## config.mk

```make
export PLATFORM = sky130hd
export DESIGN_NAME = exe_stage_flat
export DESIGN_NICKNAME = d
export VERILOG_FILES = /design/src/rtl/exe_stage_if.sv /design/src/rtl/exe_stage.sv /design/src/flat_wrapper.sv
export SDC_FILE = /design/constraint.sdc
export NUM_CORES = 1
export LEC_CHECK = 0
export ABC_AREA = 1
export BUFFER_PORTS_ARGS = -buffer_cell sky130_fd_sc_hd__buf_4
export CORE_AREA = 2 2 248 177
export CTS_BUF_LIST = sky130_fd_sc_hd__clkbuf_8
export DETAILED_ROUTE_END_ITERATION = 10
export DIE_AREA = 0 0 250 179
export GPL_TIMING_DRIVEN = 0
export PLACE_DENSITY_LB_ADDON = 0.12
export SLEW_MARGIN = 20
export SYNTH_ARGS = -nofsm -noshare
export SYNTH_HDL_FRONTEND = slang
export SYNTH_SLANG_ARGS = --single-unit
```

## constraint.sdc

```tcl
create_clock -name clk -period 4.85 [get_ports clk]
set_input_delay 0.97 -clock clk [delete_from_list [all_inputs] [get_ports clk]]
set_output_delay 0.97 -clock clk [all_outputs]
set_load 0.1 [all_outputs]
```

## src/rtl/exe_stage_if.sv

```systemverilog
// Execute-stage bus interface.
// Carries the ID/EXE inputs of the execute stage (decoded controls, operands,
// immediate, register specifiers, forwarding selects and data, stall/flush)
// and its EXE/MEM outputs (registered controls, ALU result, store data,
// destination register, zero flag, branch resolution, instruction count).
//   slave  : the execute stage itself (consumes *_in, drives *_out)
//   master : whoever feeds the stage and observes its results
interface exe_stage_if;
  logic        reg_write_in;
  logic        mem_to_reg_in;
  logic        mem_write_in;
  logic        mem_read_in;
  logic        alu_src_in;
  logic        reg_dst_in;
  logic        beq_in;
  logic        bne_in;
  logic [2:0]  alu_op_in;
  logic [31:0] pc_plus4_in;
  logic [31:0] read_data1_in;
  logic [31:0] read_data2_in;
  logic [31:0] address_in;
  logic [4:0]  rt_in;
  logic [4:0]  rd_in;
  logic [1:0]  fwd_a_sel;
  logic [1:0]  fwd_b_sel;
  logic [31:0] mem_fwd_data;
  logic [31:0] wb_fwd_data;
  logic        stall_in;
  logic        flush_in;

  logic        reg_write_out;
  logic        mem_to_reg_out;
  logic        mem_write_out;
  logic        mem_read_out;
  logic [31:0] alu_result_out;
  logic [31:0] write_data_out;
  logic [4:0]  dest_reg_out;
  logic        zero_out;
  logic        branch_taken_out;
  logic [31:0] branch_target_out;
  logic [15:0] inst_count_out;

  modport slave (
    input  reg_write_in, mem_to_reg_in, mem_write_in, mem_read_in,
           alu_src_in, reg_dst_in, beq_in, bne_in, alu_op_in,
           pc_plus4_in, read_data1_in, read_data2_in, address_in,
           rt_in, rd_in, fwd_a_sel, fwd_b_sel, mem_fwd_data, wb_fwd_data,
           stall_in, flush_in,
    output reg_write_out, mem_to_reg_out, mem_write_out, mem_read_out,
           alu_result_out, write_data_out, dest_reg_out, zero_out,
           branch_taken_out, branch_target_out, inst_count_out
  );

  modport master (
    output reg_write_in, mem_to_reg_in, mem_write_in, mem_read_in,
           alu_src_in, reg_dst_in, beq_in, bne_in, alu_op_in,
           pc_plus4_in, read_data1_in, read_data2_in, address_in,
           rt_in, rd_in, fwd_a_sel, fwd_b_sel, mem_fwd_data, wb_fwd_data,
           stall_in, flush_in,
    input  reg_write_out, mem_to_reg_out, mem_write_out, mem_read_out,
           alu_result_out, write_data_out, dest_reg_out, zero_out,
           branch_taken_out, branch_target_out, inst_count_out
  );
endinterface

```

## src/rtl/exe_stage.sv

```systemverilog
// Pipeline execute stage with the EXE/MEM register folded in.
// Selects forwarded operands, runs the ALU, picks the destination register,
// resolves beq/bne and computes the branch target, then registers everything
// with one clock of latency. Also counts captured non-bubble instructions.
// Ports:
//   clk    : clock, all state updates on the rising edge
//   rst    : synchronous, active-low reset
//   bus_io : exe_stage_if.slave carrying all ID/EXE inputs and EXE/MEM outputs
// Edge priority: reset, flush (bubble, counter kept), stall (hold, branch
// pulse cleared), capture.
module exe_stage (
  input  logic            clk,
  input  logic            rst,
  exe_stage_if.slave      bus_io
);

  logic [31:0] opA;
  logic [31:0] fwdB;
  logic [31:0] opB;
  logic [31:0] aluResult;
  logic [4:0]  destReg;
  logic [31:0] branchTarget;
  logic        branchTaken;
  logic        isBubble;

  logic        regWrite_q,     regWrite_d;
  logic        memToReg_q,     memToReg_d;
  logic        memWrite_q,     memWrite_d;
  logic        memRead_q,      memRead_d;
  logic [31:0] aluResult_q,    aluResult_d;
  logic [31:0] writeData_q,    writeData_d;
  logic [4:0]  destReg_q,      destReg_d;
  logic        zero_q,         zero_d;
  logic        branchTaken_q,  branchTaken_d;
  logic [31:0] branchTarget_q, branchTarget_d;
  logic [15:0] instCount_q,    instCount_d;

  // Operand selection; select 11 falls back to the register file value.
  always_comb begin
    unique case (bus_io.fwd_a_sel)
      2'b01:   opA = bus_io.mem_fwd_data;
      2'b10:   opA = bus_io.wb_fwd_data;
      default: opA = bus_io.read_data1_in;
    endcase
    unique case (bus_io.fwd_b_sel)
      2'b01:   fwdB = bus_io.mem_fwd_data;
      2'b10:   fwdB = bus_io.wb_fwd_data;
      default: fwdB = bus_io.read_data2_in;
    endcase
    opB = bus_io.alu_src_in ? bus_io.address_in : fwdB;
  end

  // ALU; add/sub wrap modulo 2^32, slt is a signed compare.
  always_comb begin
    unique case (bus_io.alu_op_in)
      3'b000:  aluResult = opA + opB;
      3'b001:  aluResult = opA - opB;
      3'b010:  aluResult = opA & opB;
      3'b011:  aluResult = opA | opB;
      3'b100:  aluResult = {31'd0, ($signed(opA) < $signed(opB))};
      3'b101:  aluResult = ~(opA | opB);
      3'b110:  aluResult = opA ^ opB;
      default: aluResult = opB;
    endcase
  end

  // Destination, branch resolution and bubble detection. The branch compare
  // always uses the forwarded B operand, never the immediate.
  always_comb begin
    destReg      = bus_io.reg_dst_in ? bus_io.rd_in : bus_io.rt_in;
    branchTarget = bus_io.pc_plus4_in + {bus_io.address_in[29:0], 2'b00};
    branchTaken  = (bus_io.beq_in && (opA == fwdB)) ||
                   (bus_io.bne_in && (opA != fwdB));
    isBubble     = !(bus_io.reg_write_in || bus_io.mem_write_in ||
                     bus_io.mem_read_in  || bus_io.beq_in || bus_io.bne_in);
  end

  // Next-state selection: flush wins over stall and inserts a bubble while
  // keeping the counter; stall holds everything but drops the branch pulse.
  always_comb begin
    regWrite_d     = regWrite_q;
    memToReg_d     = memToReg_q;
    memWrite_d     = memWrite_q;
    memRead_d      = memRead_q;
    aluResult_d    = aluResult_q;
    writeData_d    = writeData_q;
    destReg_d      = destReg_q;
    zero_d         = zero_q;
    branchTaken_d  = branchTaken_q;
    branchTarget_d = branchTarget_q;
    instCount_d    = instCount_q;
    if (bus_io.flush_in) begin
      regWrite_d     = 1'b0;
      memToReg_d     = 1'b0;
      memWrite_d     = 1'b0;
      memRead_d      = 1'b0;
      aluResult_d    = 32'd0;
      writeData_d    = 32'd0;
      destReg_d      = 5'd0;
      zero_d         = 1'b0;
      branchTaken_d  = 1'b0;
      branchTarget_d = 32'd0;
    end else if (bus_io.stall_in) begin
      branchTaken_d  = 1'b0;
    end else begin
      regWrite_d     = bus_io.reg_write_in && (destReg != 5'd0);
      memToReg_d     = bus_io.mem_to_reg_in;
      memWrite_d     = bus_io.mem_write_in;
      memRead_d      = bus_io.mem_read_in;
      aluResult_d    = aluResult;
      writeData_d    = fwdB;
      destReg_d      = destReg;
      zero_d         = (aluResult == 32'd0);
      branchTaken_d  = branchTaken;
      branchTarget_d = branchTarget;
      instCount_d    = isBubble ? instCount_q : instCount_q + 16'd1;
    end
  end

  // EXE/MEM register; reset discards whatever is in flight.
  always_ff @(posedge clk) begin
    if (!rst) begin
      regWrite_q     <= 1'b0;
      memToReg_q     <= 1'b0;
      memWrite_q     <= 1'b0;
      memRead_q      <= 1'b0;
      aluResult_q    <= 32'd0;
      writeData_q    <= 32'd0;
      destReg_q      <= 5'd0;
      zero_q         <= 1'b0;
      branchTaken_q  <= 1'b0;
      branchTarget_q <= 32'd0;
      instCount_q    <= 16'd0;
    end else begin
      regWrite_q     <= regWrite_d;
      memToReg_q     <= memToReg_d;
      memWrite_q     <= memWrite_d;
      memRead_q      <= memRead_d;
      aluResult_q    <= aluResult_d;
      writeData_q    <= writeData_d;
      destReg_q      <= destReg_d;
      zero_q         <= zero_d;
      branchTaken_q  <= branchTaken_d;
      branchTarget_q <= branchTarget_d;
      instCount_q    <= instCount_d;
    end
  end

  assign bus_io.reg_write_out     = regWrite_q;
  assign bus_io.mem_to_reg_out    = memToReg_q;
  assign bus_io.mem_write_out     = memWrite_q;
  assign bus_io.mem_read_out      = memRead_q;
  assign bus_io.alu_result_out    = aluResult_q;
  assign bus_io.write_data_out    = writeData_q;
  assign bus_io.dest_reg_out      = destReg_q;
  assign bus_io.zero_out          = zero_q;
  assign bus_io.branch_taken_out  = branchTaken_q;
  assign bus_io.branch_target_out = branchTarget_q;
  assign bus_io.inst_count_out    = instCount_q;

endmodule

```

## src/flat_wrapper.sv

```systemverilog
// flat-port wrapper written by rule: the top's interface ports become plain ports
module exe_stage_flat 
  (clk, rst, bus_io_reg_write_in, bus_io_mem_to_reg_in, bus_io_mem_write_in, bus_io_mem_read_in, bus_io_alu_src_in, bus_io_reg_dst_in, bus_io_beq_in, bus_io_bne_in, bus_io_alu_op_in, bus_io_pc_plus4_in, bus_io_read_data1_in, bus_io_read_data2_in, bus_io_address_in, bus_io_rt_in, bus_io_rd_in, bus_io_fwd_a_sel, bus_io_fwd_b_sel, bus_io_mem_fwd_data, bus_io_wb_fwd_data, bus_io_stall_in, bus_io_flush_in, bus_io_reg_write_out, bus_io_mem_to_reg_out, bus_io_mem_write_out, bus_io_mem_read_out, bus_io_alu_result_out, bus_io_write_data_out, bus_io_dest_reg_out, bus_io_zero_out, bus_io_branch_taken_out, bus_io_branch_target_out, bus_io_inst_count_out);
  exe_stage_if bus_io_i ();
  input  logic clk;
  input  logic rst;
  input wire logic [$bits(bus_io_i.reg_write_in)-1:0] bus_io_reg_write_in;
  input wire logic [$bits(bus_io_i.mem_to_reg_in)-1:0] bus_io_mem_to_reg_in;
  input wire logic [$bits(bus_io_i.mem_write_in)-1:0] bus_io_mem_write_in;
  input wire logic [$bits(bus_io_i.mem_read_in)-1:0] bus_io_mem_read_in;
  input wire logic [$bits(bus_io_i.alu_src_in)-1:0] bus_io_alu_src_in;
  input wire logic [$bits(bus_io_i.reg_dst_in)-1:0] bus_io_reg_dst_in;
  input wire logic [$bits(bus_io_i.beq_in)-1:0] bus_io_beq_in;
  input wire logic [$bits(bus_io_i.bne_in)-1:0] bus_io_bne_in;
  input wire logic [$bits(bus_io_i.alu_op_in)-1:0] bus_io_alu_op_in;
  input wire logic [$bits(bus_io_i.pc_plus4_in)-1:0] bus_io_pc_plus4_in;
  input wire logic [$bits(bus_io_i.read_data1_in)-1:0] bus_io_read_data1_in;
  input wire logic [$bits(bus_io_i.read_data2_in)-1:0] bus_io_read_data2_in;
  input wire logic [$bits(bus_io_i.address_in)-1:0] bus_io_address_in;
  input wire logic [$bits(bus_io_i.rt_in)-1:0] bus_io_rt_in;
  input wire logic [$bits(bus_io_i.rd_in)-1:0] bus_io_rd_in;
  input wire logic [$bits(bus_io_i.fwd_a_sel)-1:0] bus_io_fwd_a_sel;
  input wire logic [$bits(bus_io_i.fwd_b_sel)-1:0] bus_io_fwd_b_sel;
  input wire logic [$bits(bus_io_i.mem_fwd_data)-1:0] bus_io_mem_fwd_data;
  input wire logic [$bits(bus_io_i.wb_fwd_data)-1:0] bus_io_wb_fwd_data;
  input wire logic [$bits(bus_io_i.stall_in)-1:0] bus_io_stall_in;
  input wire logic [$bits(bus_io_i.flush_in)-1:0] bus_io_flush_in;
  output wire logic [$bits(bus_io_i.reg_write_out)-1:0] bus_io_reg_write_out;
  output wire logic [$bits(bus_io_i.mem_to_reg_out)-1:0] bus_io_mem_to_reg_out;
  output wire logic [$bits(bus_io_i.mem_write_out)-1:0] bus_io_mem_write_out;
  output wire logic [$bits(bus_io_i.mem_read_out)-1:0] bus_io_mem_read_out;
  output wire logic [$bits(bus_io_i.alu_result_out)-1:0] bus_io_alu_result_out;
  output wire logic [$bits(bus_io_i.write_data_out)-1:0] bus_io_write_data_out;
  output wire logic [$bits(bus_io_i.dest_reg_out)-1:0] bus_io_dest_reg_out;
  output wire logic [$bits(bus_io_i.zero_out)-1:0] bus_io_zero_out;
  output wire logic [$bits(bus_io_i.branch_taken_out)-1:0] bus_io_branch_taken_out;
  output wire logic [$bits(bus_io_i.branch_target_out)-1:0] bus_io_branch_target_out;
  output wire logic [$bits(bus_io_i.inst_count_out)-1:0] bus_io_inst_count_out;
  assign bus_io_i.reg_write_in = bus_io_reg_write_in;
  assign bus_io_i.mem_to_reg_in = bus_io_mem_to_reg_in;
  assign bus_io_i.mem_write_in = bus_io_mem_write_in;
  assign bus_io_i.mem_read_in = bus_io_mem_read_in;
  assign bus_io_i.alu_src_in = bus_io_alu_src_in;
  assign bus_io_i.reg_dst_in = bus_io_reg_dst_in;
  assign bus_io_i.beq_in = bus_io_beq_in;
  assign bus_io_i.bne_in = bus_io_bne_in;
  assign bus_io_i.alu_op_in = bus_io_alu_op_in;
  assign bus_io_i.pc_plus4_in = bus_io_pc_plus4_in;
  assign bus_io_i.read_data1_in = bus_io_read_data1_in;
  assign bus_io_i.read_data2_in = bus_io_read_data2_in;
  assign bus_io_i.address_in = bus_io_address_in;
  assign bus_io_i.rt_in = bus_io_rt_in;
  assign bus_io_i.rd_in = bus_io_rd_in;
  assign bus_io_i.fwd_a_sel = bus_io_fwd_a_sel;
  assign bus_io_i.fwd_b_sel = bus_io_fwd_b_sel;
  assign bus_io_i.mem_fwd_data = bus_io_mem_fwd_data;
  assign bus_io_i.wb_fwd_data = bus_io_wb_fwd_data;
  assign bus_io_i.stall_in = bus_io_stall_in;
  assign bus_io_i.flush_in = bus_io_flush_in;
  assign bus_io_reg_write_out = bus_io_i.reg_write_out;
  assign bus_io_mem_to_reg_out = bus_io_i.mem_to_reg_out;
  assign bus_io_mem_write_out = bus_io_i.mem_write_out;
  assign bus_io_mem_read_out = bus_io_i.mem_read_out;
  assign bus_io_alu_result_out = bus_io_i.alu_result_out;
  assign bus_io_write_data_out = bus_io_i.write_data_out;
  assign bus_io_dest_reg_out = bus_io_i.dest_reg_out;
  assign bus_io_zero_out = bus_io_i.zero_out;
  assign bus_io_branch_taken_out = bus_io_i.branch_taken_out;
  assign bus_io_branch_target_out = bus_io_i.branch_target_out;
  assign bus_io_inst_count_out = bus_io_i.inst_count_out;
  exe_stage u_core (.clk(clk), .rst(rst), .bus_io(bus_io_i));
endmodule
```

==> results.md <==
- GRT overflow: 0
- CTS buffer count: 17
- CTS max path bufs: 2
- Post-route cell area: 18600 um^2
- Clock root cell: clkbuf_8
- Max Cap Viol: 0
- Hold buffers post-CTS: 0
- Ratio of cells with drive above 1 in the final layout: 17.4%
- Synth Area per Inst: 5.73 um^2
- Largest family of logic cells by synthesized area: simple AND/OR/NAND/NOR gates
- CTS sink count: 123
- Post-Place Cell Area: 18000 um^2
- Via Count: 18.9k
- EDFF count, synth: 0
- DRT iter0 DRCs: 2215
- Post-layout min period: 4830 ps
- Slew Limit Fails: 0
- Post-synth net total: 2928
- Core area: 42800 um^2
- Lkg Pwr: 9.66 nW
- Final Power: 0.00513 W
- CP required: 5280 ps
- Initial antenna violation count: 5
- Nets: 3289
- Multi-input gate area: 10400 um^2
- Period Utilization, post-route: 99.5%
- Largest net degree at the start of global routing: 17
- DR WL/cell: 22.3 um
- Slew HR: 19.0%
- Htree depth: 4
- Post-synth cell types: 57
- Fmax: 0.207 GHz
- Die Height: 179 um
- Site Rows: 64
- Synth Register Bits: 123
- Synthesized-area fraction occupied by xor and xnor cells: 2.62%
- Adder-cell share of the synthesized area: 12.1%
- CTS clk-pin slew, worst paths: 90 ps
- # setup viols final: 0
- Die W: 250 um
- Fin. Hold Viols: 0
- Ports: 344
- CP bufs+invs: 7
- Register area share after synthesis: 16.8%
- Setup Skew: 2.74 ps
- Hold depth: 2
- Final ANT Viol Nets: 0
- DR vias/cell: 5.40
- Fillcell total: 4743
- Post-synth ARST share: 0%
- CP startpoint kind: input pin
- Reg2reg path depth: 12
- WL final: 78100 um
- DRC viols: 0
- Slowest cell on crit path: o21ai_0
- Crit path cell chain: buf_4, inv_1, ha_1, inv_2, clkbuf_2, o21ai_0, inv_1, ha_1, buf_2, nand2_1, nor2_1, inv_1, nor2_1, o21ai_0, nand3_1, nand2_1, nand3_1, nand3_1, nand2_1, nand3_1, nor2_1, nand4_1, nand2_1
- Crit Path Category: input pin to register
- Drt first pass iters: 6
- Detailed placement HPWL: 66800 um
- Syn Std Cell Area: 14700 um^2
- Max rail drop VDD: 0.169 mV
- CP Max Fanout: 10
- Synth top area share: 18.6%
- Hold Path Class: register to register
- Slew @ Worst Pin: 1210 ps
- Power per cell area: 276 nW/um^2
- DIE AREA: 44800 um^2
- Gr usage total: 33.3%
- Synthesized instance count: 2567
- Post-synthesis simple-gate area fraction: 37.6%
- Synth Area in Compound Gates: 17.7%
- Area contributors post-synth: nand2_1, dfxtp_1, ha_1, inv_1, nand3_1
- Routability Congestion: 0.998
- WP depth: 23
- Clock Latency Late Sink: 490 ps
- WP data arrival: 5260 ps
- CP max stage delay: 540 ps
- Area growth, synth to finish: 26.3%
- Mux contribution to synthesized area: 0.0681%
- Ys flop type: dfxtp_1
- Area leader, netlist: nand2_1
- Delay-heaviest family, CP: simple AND/OR/NAND/NOR gates
- First-pass GRT wire length: 109000 um
- Starting Density: 34.4%
- Crit. End Element: register
- Register area: 2460 um^2
- Status: finished, final reports clean
- # port buffers: 340
- Ys Warns: 0
- CTS tree: done
- Vias in the first global route: 17.2k
[synthesized netlist by cell type, types with 4 or more instances]
| cell | count |
|---|---|
| o21ai_0 | 203 |
| a22o_1 | 17 |
| buf_2 | 51 |
| inv_1 | 375 |
| ha_1 | 137 |
| a2111oi_0 | 5 |
| dfxtp_1 | 123 |
| nor2_1 | 234 |
| buf_1 | 5 |
| a221oi_1 | 9 |
| nand4_1 | 35 |
| inv_2 | 8 |
| a211oi_1 | 9 |
| o21a_1 | 8 |
| buf_4 | 9 |
| nand2_1 | 729 |
| or2_2 | 23 |
| xor2_1 | 20 |
| nand2_2 | 4 |
| clkbuf_1 | 29 |
| nand3_1 | 245 |
| a21oi_1 | 112 |
| nor4_1 | 6 |
| o21ai_1 | 28 |
| nor3_1 | 31 |
| xnor2_1 | 24 |
| o22ai_1 | 13 |
| o21bai_1 | 16 |
| a31oi_1 | 5 |
| o211ai_1 | 10 |
[worst reg2reg max path, delay by kind of cell (launching register included)]
family / cells / cell delay, ps
AND/OR/NAND/NOR: 8 / 1270
flip-flops: 1 / 400
AO/OA/AOI/OAI: 2 / 220
adder cells (fa/ha/maj): 1 / 170
buffers and inverters: 1 / 50
[repair_timing]
item | in CTS | in global routing
buffers inserted | 0 | 2
pin swaps | 0 | 1
resized for setup | 16 | 47
hold endpoints to repair | 0 | 0
endpoints found under the setup margin | 2 | 6
[routing by layer]
layer	share of wire, %	vias to the layer above	GRT usage (%)
met5	0	-	0
met4	3.2	0	11.4
met3	9.7	129	6.05
met2	42	1008	50.1
met1	45	8751	47.5
li1	-	9042	-
[path summary, 6_finish.rpt]
kind                            slack [ps]                        startpoint                          endpoint
worst min-delay path                   470  u_core.bus_io.write_data_out[31]  u_core.bus_io.write_data_out[31]
worst min register to register         470  u_core.bus_io.write_data_out[31]  u_core.bus_io.write_data_out[31]
worst max register to register        2620   u_core.bus_io.inst_count_out[0]  u_core.bus_io.inst_count_out[14]
worst max-delay path                    20               bus_io_fwd_a_sel[0]            u_core.bus_io.zero_out
[per-stage QoR]
step | std cells | hold slack, ps | utilization (%) | setup WS [ps] | TNS [ps]
floorplan | 2567 | 891 | - | 906 | 0
global placement | 3468 | 445 | 42.0 | -928 | -7260
detailed placement | 3468 | 448 | 42.0 | -906 | -7940
global route | 3506 | 485 | 43.4 | -2.76 | -2.76
finish | 3508 | 465 | 43.4 | 23.4 | 0
CTS | 3500 | 467 | 43.0 | 20.1 | 0
[sequential cells by signal, indices dropped and copies added (netlist names), 5 cells and up]
| register | flops |
|---|---|
| u_core.bus_io.dest_reg_out | 5 |
| u_core.bus_io.inst_count_out | 16 |
| u_core.bus_io.alu_result_out | 32 |
| u_core.bus_io.write_data_out | 32 |
| u_core.bus_io.branch_target_out | 32 |
[cells in the final DEF (no fill, tap or decap), drive strengths merged, types with 10 or more instances in the layout]
cell,synthesis,final
o21bai,16,16
buf,68,403
nand4,35,35
xnor2,24,24
nor3,32,32
inv,383,386
a22o,17,17
ha,137,137
nor2,236,236
a21oi,112,112
o22ai,13,13
nand3,247,247
nand2,733,733
or2,26,26
clkbuf,29,55
xor2,20,20
o21ai,233,233
o211ai,10,10
dfxtp,123,123
[area by class of cell]
class                      count  share of cell area [%]
inverter                     385                    7.79
timing repair buffer         342                    13.8
clock inverter                13                   0.896
antenna                        6                  0.0809
multi-input combinational   1962                    56.2
clock buffer                  19                    1.41
sequential                   123                    13.3
buffer                        97                    2.72
tap                          561                    3.78
[kinds of logic (layout without fill, tap and decap cells)]
family | count (synthesis) | after routing
simple gates | 1321 | 1321
buf+inv | 482 | 856
compound gates | 456 | 456
fa+ha+maj | 140 | 140
flops | 123 | 123
xor+xnor | 44 | 44
mux | 1 | 1
other cells | 0 | 6
[power breakdown]
part	internal [W]	switching, W	total (W)	leakage, nW
registers	0.00105	0.0000315	0.00108	1.00
logic	0.000881	0.00211	0.00300	8.45
clock network	0.000538	0.000510	0.00105	0.202
(Power assumes the default switching activity.)
